File: src/rtl/uart_tx_arbiter.sv
// uart_tx_arbiter: shares one uart_tx serializer among NUM_REQ byte sources with
// round-robin arbitration and sequences each byte against tx_busy, so only one
// frame is in flight at a time.
// Optional build macro UART_ARB_LOCK_EN adds req_lock, which keeps a multi-byte
// message from one requester contiguous.
module uart_tx_arbiter #(
    parameter int unsigned NUM_REQ       = 4,
    parameter int unsigned IDX_W         = 2,
    parameter int unsigned START_TIMEOUT = 15
) (
    input  logic                 clk,
    input  logic                 rst,
    input  logic [NUM_REQ-1:0]   req_valid,
    input  logic [8*NUM_REQ-1:0] req_data,
`ifdef UART_ARB_LOCK_EN
    input  logic [NUM_REQ-1:0]   req_lock,
`endif
    output logic [NUM_REQ-1:0]   req_ready,
    output logic [7:0]           tx_data_in,
    output logic                 tx_data_valid,
    input  logic                 tx_busy,
    output logic [IDX_W-1:0]     grant_idx,
    output logic                 arb_busy,
    output logic                 err_timeout
);

    localparam int unsigned CNT_W = $clog2(START_TIMEOUT + 1);
    localparam logic [CNT_W-1:0] CNT_LAST = CNT_W'(START_TIMEOUT - 1);
    localparam logic [IDX_W-1:0] IDX_LAST = IDX_W'(NUM_REQ - 1);

    typedef enum logic [1:0] {
        StIdle,
        StIssue,
        StWaitStart,
        StWaitDone
    } state_e;

    state_e           state_q;
    logic [IDX_W-1:0] last_q;
    logic [CNT_W-1:0] cnt_q;

    logic [7:0]       req_byte [NUM_REQ];
    logic [IDX_W-1:0] cand;
    logic             rr_found;
    logic [IDX_W-1:0] rr_idx;
    logic             win_fire;
    logic [IDX_W-1:0] win_idx;

`ifdef UART_ARB_LOCK_EN
    logic lock_q;
    logic lock_clr;
`endif

    assign arb_busy = (state_q != StIdle);

    // Split the flat data bus into one byte per requester.
    always_comb begin
        for (int i = 0; i < NUM_REQ; i++) begin
            req_byte[i] = req_data[8*i +: 8];
        end
    end

    // Round-robin search starting just after the last served requester.
    always_comb begin
        rr_found = 1'b0;
        rr_idx   = '0;
        cand     = '0;
        for (int unsigned k = 1; k <= NUM_REQ; k++) begin
            cand = IDX_W'((32'(last_q) + k) % NUM_REQ);
            if (!rr_found && req_valid[cand]) begin
                rr_found = 1'b1;
                rr_idx   = cand;
            end
        end
    end

    // Decide whether an arbitration fires this cycle and who wins it.
    always_comb begin
        win_fire = 1'b0;
        win_idx  = rr_idx;
`ifdef UART_ARB_LOCK_EN
        lock_clr = 1'b0;
`endif
        if (state_q == StIdle && !tx_busy) begin
`ifdef UART_ARB_LOCK_EN
            if (lock_q && req_lock[grant_idx]) begin
                // Locked: only the owner may win; an idle owner drops the lock.
                win_idx  = grant_idx;
                win_fire = req_valid[grant_idx];
                lock_clr = !req_valid[grant_idx];
            end else begin
                lock_clr = 1'b1;
                win_fire = rr_found;
            end
`else
            win_fire = rr_found;
`endif
        end
    end

    // Arbitration FSM with registered handshake outputs.
    always_ff @(posedge clk) begin
        if (rst) begin
            state_q       <= StIdle;
            last_q        <= IDX_LAST;
            cnt_q         <= '0;
            req_ready     <= '0;
            tx_data_in    <= 8'h00;
            tx_data_valid <= 1'b0;
            grant_idx     <= IDX_LAST;
            err_timeout   <= 1'b0;
`ifdef UART_ARB_LOCK_EN
            lock_q        <= 1'b0;
`endif
        end else begin
            req_ready     <= '0;
            tx_data_valid <= 1'b0;
            err_timeout   <= 1'b0;
            unique case (state_q)
                StIdle: begin
                    if (win_fire) begin
                        tx_data_in <= req_byte[win_idx];
                        grant_idx  <= win_idx;
                        req_ready  <= NUM_REQ'(1) << win_idx;
                        state_q    <= StIssue;
                    end
`ifdef UART_ARB_LOCK_EN
                    if (lock_clr) begin
                        lock_q <= 1'b0;
                    end
`endif
                end
                StIssue: begin
                    tx_data_valid <= 1'b1;
                    cnt_q         <= '0;
                    state_q       <= StWaitStart;
                end
                StWaitStart: begin
                    if (tx_busy) begin
                        state_q <= StWaitDone;
                    end else if (cnt_q == CNT_LAST) begin
                        // Serializer never started: drop the byte, move on.
                        err_timeout <= 1'b1;
                        last_q      <= grant_idx;
                        state_q     <= StIdle;
`ifdef UART_ARB_LOCK_EN
                        lock_q      <= 1'b0;
`endif
                    end else begin
                        cnt_q <= cnt_q + 1'b1;
                    end
                end
                StWaitDone: begin
                    if (!tx_busy) begin
                        last_q  <= grant_idx;
                        state_q <= StIdle;
`ifdef UART_ARB_LOCK_EN
                        lock_q  <= req_lock[grant_idx];
`endif
                    end
                end
                default: state_q <= StIdle;
            endcase
        end
    end

endmodule

File: config.mk
export PLATFORM = sky130hd
export DESIGN_NAME = uart_tx_arbiter
export DESIGN_NICKNAME = d
export VERILOG_FILES = /design/src/rtl/uart_tx_arbiter.sv
export SDC_FILE = /design/constraint.sdc
export NUM_CORES = 1
export LEC_CHECK = 0
export ABC_CLOCK_PERIOD_IN_PS = 3550
export BUFFER_PORTS_ARGS = -buffer_cell sky130_fd_sc_hd__buf_2
export CORE_AREA = 2 2 54 56
export CTS_CLUSTER_DIAMETER = 60
export DETAILED_ROUTE_END_ITERATION = 8
export DIE_AREA = 0 0 56 58
export PLACE_DENSITY = 0.8
export SLEW_MARGIN = 20
export SYNTH_ARGS = -nofsm -noshare
export SYNTH_HDL_FRONTEND = slang
export SYNTH_SLANG_ARGS = --single-unit
File: constraint.sdc
create_clock -name clk -period 3.55 [get_ports clk]
set_input_delay 0.1775 -clock clk [delete_from_list [all_inputs] [get_ports clk]]
set_output_delay 0.1775 -clock clk [all_outputs]
set_load 0.01 [all_outputs]
==> results.toml, run 1 <==
[outcome]
status = "finished, final reports clean"

[finish]
nNetsFinal = 238
instances_no_fill = 227
diodes = 0
final_core_util_pct = 58.6
drive_gt1_share_pct = 32.7
syn_to_final_growth_pct = 24.8

[synth]
synth_area_sq_mm = 0.00125
synth_ff_type = "dfxtp_1"
syn_area_per_cell_sq_um = 8.69
synth_edf_count = 0
seq_area_frac_synth_pct = 38.4
synth_warnings = 0
synthesis.nets = 185
ys_types = 39
synth_cells = 144
synthArstFlopShare_pct = 0
synth-seq-cells = 24

[floorplan]
core_region_area_sq_mm = 0.00266
die-area_sq_mm = 0.00325
fp-row-count = 19
pin_count = 56
die_height_um = 58
die_x_um = 56
initial_core_util_pct = 47.0

[clocking]
ctsHoldBuffers = 0
clk_pin_slew_ns = 0.12
clock_sinks = 24
cts_tree = "yes"
cts_buffers = 3
cts.htree.levels = 1
cts_resized = 0
clk_latency_ns = 0.31
clockBufferDepth = 2
clock-root-buffer = "clkbuf_4"
postCtsSetupBuffers = 0

[placement]
dp_cells = 223
gp_congestion = 0.904
dp_hpwl_um = 2350
io_buffers = 55
place_ws_ns = 1.21

[route]
drc = 0
via_count = 1309
drt_iter0_drc = 85
finalWirelength_um = 3110
drt_pass1_iterations = 4
wl_per_cell_um = 13.7
via_per_inst = 5.77
drtAntennaViolNets = 0

[global_route]
grt_max_degree = 20
grt_pass1_vias = 1250
grt_usage_pct = 19.8
antenna_found_initial = 0
globalRoute.totalOverflow = 0
grt_pass1_wl_um = 5160

[hold_path]
hold_path.class = "input port to flop"
hp-start = "req_data[21]"

[timing]
min_period_ns = 2.17
clock_skew_ns = 0.000991
holdWs_ns = 0.100
fin_setup_tns_ns = 0
setup_slack_ns = 1.38
setup_viol = 0
fin_crit_sh_pct = 61.2
fmax_mhz = 460
slew_headroom_pct = 37.8
slew_violations = 0
tightestPinTransition_ns = 0.930
rsz0062_at_grt = "false"
hold_viol = 0

[power_and_ir_drop]
clkPwrFrac_pct = 25.3
p_int_uw = 402
pwr-share-comb_pct = 21.4
seqPwrFrac_pct = 53.4
ir_drop_mv = 0.338
p_sw_uw = 156
leakage_uw = 0.000733
p_per_area_mw_per_mm2 = 357
p_sw_share_pct = 28.0

[setup_path]
startpoint = "last_q[1]"
endpoint_kind = "flop"
crit_buf_inv = 0
cp_slowest_cell = "o21bai_1"
worstPathArrival_ns = 2.38
r2r_slack_ns = 1.38
cpPeakStageDelay_ns = 0.75
worstPathCellList = "a21boi_0, o21bai_1, nand2_2, a32oi_1, nand3_1"
setup.worst_path.start_class = "flop"
crit_type = "flop to flop"
crit_required_ns = 3.75
crit_family = "compound AO/OA/AOI/OAI gates"
r2r_start = "last_q[1]"
path_max_fanout = 18

[flow_run]
max-cap-violations = 0
## routing by layer
metal  routed length, um  share of wire (%)  global-route usage, %
met1                1350                 44                   24.3
met2                1420                 46                   34.1
met3                 265                8.5                   5.13
met4                  71                2.3                   6.80
met5                   0                  0                      0
## final cells by class
cell class | instances | area [sq um]
fill | 241 | 1100
multi-input combinational | 109 | 716
sequential | 24 | 480
timing repair buffer | 55 | 275
tap | 31 | 38.8
clock buffer | 4 | 36.3
inverter | 4 | 15.0
## stage by stage
step	instance area [sq um]	power, uW
2_1_floorplan	1250	375
3_3_place_gp	1520	417
3_5_place_dp	1520	421
4_1_cts	1560	561
5_1_grt	1560	588
6_report	1560	558
## cell usage in the layout, fill, tap and decap left out, types with 2 or more instances in the layout
master,count
clkbuf_4,3
mux2i_1,2
nor4_1,3
nand2_1,5
ha_1,2
nor2_1,5
nor3_1,4
a21boi_0,9
inv_1,3
nand2b_1,3
and2_1,5
a21oi_1,2
buf_2,55
a211o_1,2
a32oi_1,8
a31oi_1,2
dfxtp_1,24
xor2_1,2
nor2b_1,5
o21ai_0,10
nand3_1,18
and3_1,8
## logic make-up (layout without fill, tap and decap cells)
| kind of cell | count (synthesis) | in the layout | synth area share (%) |
|---|---|---|---|
| and+or+nand+nor | 63 | 63 | 29.1 |
| adders and majority gates | 2 | 2 | 2.00 |
| muxes | 2 | 2 | 1.60 |
| buffers and inverters | 11 | 63 | 4.90 |
| xor gates and xnor gates | 2 | 2 | 1.40 |
| AOI/OAI and AO/OA | 40 | 40 | 22.6 |
| DFF | 24 | 24 | 38.4 |
## sequential cells by signal, summed over array words and instances, names as in the netlist
name / cells
tx_data_valid: 1
err_timeout: 1
grant_idx: 2
last_q: 2
cnt_q: 4
state_q: 2
tx_data_in: 8
req_ready: 4
## tightest hold or removal path: stages
cell	delay [ns]
buf_2	0.08
nand3_1	0.06
nand3_1	0.07
## worst paths after layout
kind,to,cells past startpoint
max,tx_data_in[2],5
max reg2reg,tx_data_in[2],5
min,tx_data_in[5],3
min reg2reg,last_q[0],2
## synthesized netlist by cell type, types with 3 or more instances
library cell,instances,area (sq um)
nand2_1,5,18.8
nor4_1,3,18.8
a32oi_1,8,70.1
nor3_1,4,20.0
inv_1,3,11.3
o21ai_0,10,50.1
nand3_1,18,90.1
dfxtp_1,24,480
nor2b_1,5,31.3
and3_1,8,50.1
nand2b_1,3,18.8
and2_1,5,31.3
clkbuf_1,3,11.3
nor2_1,5,18.8
a21boi_0,9,67.6
## power groups by stage
stage               registers, uW  clock network, uW  logic [uW]
global route                  300                156         133
finish                        298                141         119
CTS                           297                145         119
detailed placement            303                  0         118
floorplan                     309                  0        66.4
global placement              303                  0         114
No activity file was read; power rests on OpenSTA's default activity.
==> inputs of run 2 (changes only) <==
- ABC_AREA: unset -> 1
- ABC_CLOCK_PERIOD_IN_PS: 3550 -> 2000
- CORE_AREA: 2 2 54 56 -> 2 2 59 61
- DIE_AREA: 0 0 56 58 -> 0 0 61 63
- PLACE_DENSITY: 0.8 -> 0.76
- clock period: 3.55 -> 2 ns (I/O delays scaled with it)
==> results.toml, run 2 <==
[outcome]
status = "finished, final reports clean"

[floorplan]
fp-row-count = 21
die-area_sq_mm = 0.00384
die_x_um = 61
die_height_um = 63
initial_core_util_pct = 45.5
core_region_area_sq_mm = 0.00323
pin_count = 56

[placement]
dp_hpwl_um = 2680
io_buffers = 55
gp_congestion = 0.848

[synth]
synthTopCellsByArea = "dfxtp_1 33%, nand2_1 16%, nand3_1 15%, inv_1 5.6%, nand2_2 4.7%"
synth_cells = 219
syn_area_per_cell_sq_um = 6.71
ys_types = 30
synth-seq-cells = 24
synthArstFlopShare_pct = 0
synth_area_sq_mm = 0.00147
ys_top_cells_by_count = "63 x nand2_1, 44 x nand3_1, 24 x dfxtp_1"
synth_warnings = 0
synth_area_leader_cell = "dfxtp_1"
synth_ff_type = "dfxtp_1"
synth_top_cell_area_share_pct = 32.7
synthesis.nets = 260
synth_edf_count = 0
seq_area_frac_synth_pct = 32.7
synth.most_common_cell = "nand2_1"

[timing]
fmax_mhz = 555
tightestPinTransition_ns = 0.496
fin_crit_sh_pct = 90.1
fin_setup_tns_ns = 0
setup_viol = 0
holdWs_ns = 0.0263
slew_headroom_pct = 66.9
hold_viol = 0
min_period_ns = 1.80
rsz0062_at_grt = "false"
slew_violations = 0
clock_skew_ns = 0.00273

[power_and_ir_drop]
p_int_uw = 1120
clkPwrFrac_pct = 18.8
leakage_uw = 0.000995
seqPwrFrac_pct = 33.8
p_sw_uw = 794
pwr-share-comb_pct = 47.4
p_sw_share_pct = 41.6
p_per_area_mw_per_mm2 = 1030
ir_drop_mv = 0.436

[global_route]
grt_usage_pct = 19.9
globalRoute.totalOverflow = 0
grt_pass1_vias = 1473
grt_max_degree = 20
antenna_found_initial = 0
grt_pass1_wl_um = 6000

[finish]
syn_to_final_growth_pct = 26.0
top_register = "tx_data_in"
largest_register_ffs = 8
nNetsFinal = 318
layout_commonest_cell = "nand2_1"
fill_cells = 325
largestRegisters = "tx_data_in x8, cnt_q x4, req_ready x4"
diodes = 0
final_core_util_pct = 57.3
drive_gt1_share_pct = 33.7
final_cell_mix = "63 x nand2_1, 55 x buf_2, 44 x nand3_1"

[clocking]
cts_tree = "yes"
postCtsSetupBuffers = 0
cts_buffers = 3
cts.htree.levels = 1
ctsHoldBuffers = 0
clock_sinks = 24
clk_latency_ns = 0.33
clk_pin_slew_ns = 0.13
clockBufferDepth = 2
clock-root-buffer = "clkbuf_4"

[route]
drt_iter0_drc = 70
drt_pass1_iterations = 4
via_count = 1570
drtAntennaViolNets = 0
via_per_inst = 4.88
wl_per_cell_um = 10.8
drc = 0
finalWirelength_um = 3470

[setup_path]
setup.worst_path.start_class = "flop"
crit_required_ns = 2.24
worstPathArrival_ns = 2.04
path_max_fanout = 18
endpoint_kind = "flop"
crit_type = "flop to flop"

[hold_path]
hold_path.class = "input port to flop"

[flow_run]
max-cap-violations = 0
==> run 2: changes by cell type after synthesis, sizes merged, moves of 8 or more <==
cell / delta
a21boi: -9
a32oi: -8
nand3: +29
o21ai: -8
inv: +21
nor2: +10
nand2: +70
==> run 2: repair_timing <==
item / 4_1_cts / 5_1_grt
gates resized for setup: 2 / 3
pin swaps: 0 / 0
setup endpoints to repair: 14 / 10
gates cloned: 0 / 1
==> run 2: kinds of logic (layout without fill, tap and decap cells) <==
family | Yosys count | count (layout) | share of synthesized area, %
compound gates | 14 | 14 | 6.05
fa+ha+maj | 2 | 2 | 1.70
buf+inv | 33 | 89 | 11.4
flops | 24 | 24 | 32.7
simple gates | 146 | 147 | 48.1
==> run 2: per-stage QoR <==
step / power [uW] / cell area, sq um / instances / setup slack [ns]
after global placement: 1520 / 1770 / 317 / -0.0141
final: 1910 / 1850 / 322 / 0.199
after CTS: 1890 / 1830 / 321 / 0.0902
after global routing: 2070 / 1850 / 322 / 0.00752
after detailed placement: 1530 / 1770 / 317 / -0.126
after floorplan: 1300 / 1470 / 219 / 0.395
==> run 2: path summary, 6_finish.rpt <==
path | cells after the start | from | end | slack [ns]
setup / recovery | 14 | last_q[0] | tx_data_in[3] | 0.20
hold / removal | 2 | rst | state_q[1] | 0.03
setup reg to reg | 14 | last_q[0] | tx_data_in[3] | 0.20
hold reg to reg | 2 | tx_data_in[2] | tx_data_in[2] | 0.46
==> run 2: power groups by stage <==
stage / registers, uW / logic (uW) / clock network [uW]
3_5_place_dp: 653 / 878 / 0
4_1_cts: 645 / 885 / 364
2_1_floorplan: 678 / 626 / 0
3_3_place_gp: 656 / 864 / 0
6_report: 645 / 906 / 359
5_1_grt: 661 / 1020 / 385
==> run 2: worst max-delay path: stages, from the launching register on <==
cell	delay, ns
dfxtp_4	0.43
inv_6	0.06
nand2_2	0.06
nand2_1	0.06
nand2_1	0.06
nand2_1	0.08
nor2_4	0.14
nand3_2	0.09
buf_4	0.17
nand2_8	0.14
nand2_4	0.12
nand2_1	0.09
nand3_1	0.07
nand3_1	0.09
nand2_1	0.05
==> run 2: area by class of cell <==
| type | count | area (sq um) | area share, % |
|---|---|---|---|
| timing repair buffer | 60 | 313 | 16.9 |
| clock buffer | 3 | 22.5 | 1.22 |
| multi-input combinational | 163 | 843 | 45.6 |
| clock inverter | 1 | 30.0 | 1.62 |
| tap | 46 | 57.6 | 3.11 |
| inverter | 25 | 98.8 | 5.34 |
| sequential | 24 | 485 | 26.2 |
==> run 2: layer usage <==
layer  share of wire (%)  vias up  track usage [%]
li1                    -      824                -
met1                  45      688             26.0
met2                  47       54             31.7
met3                 7.1        4             4.76
met4                0.89        0             6.25
met5                   0        -                0
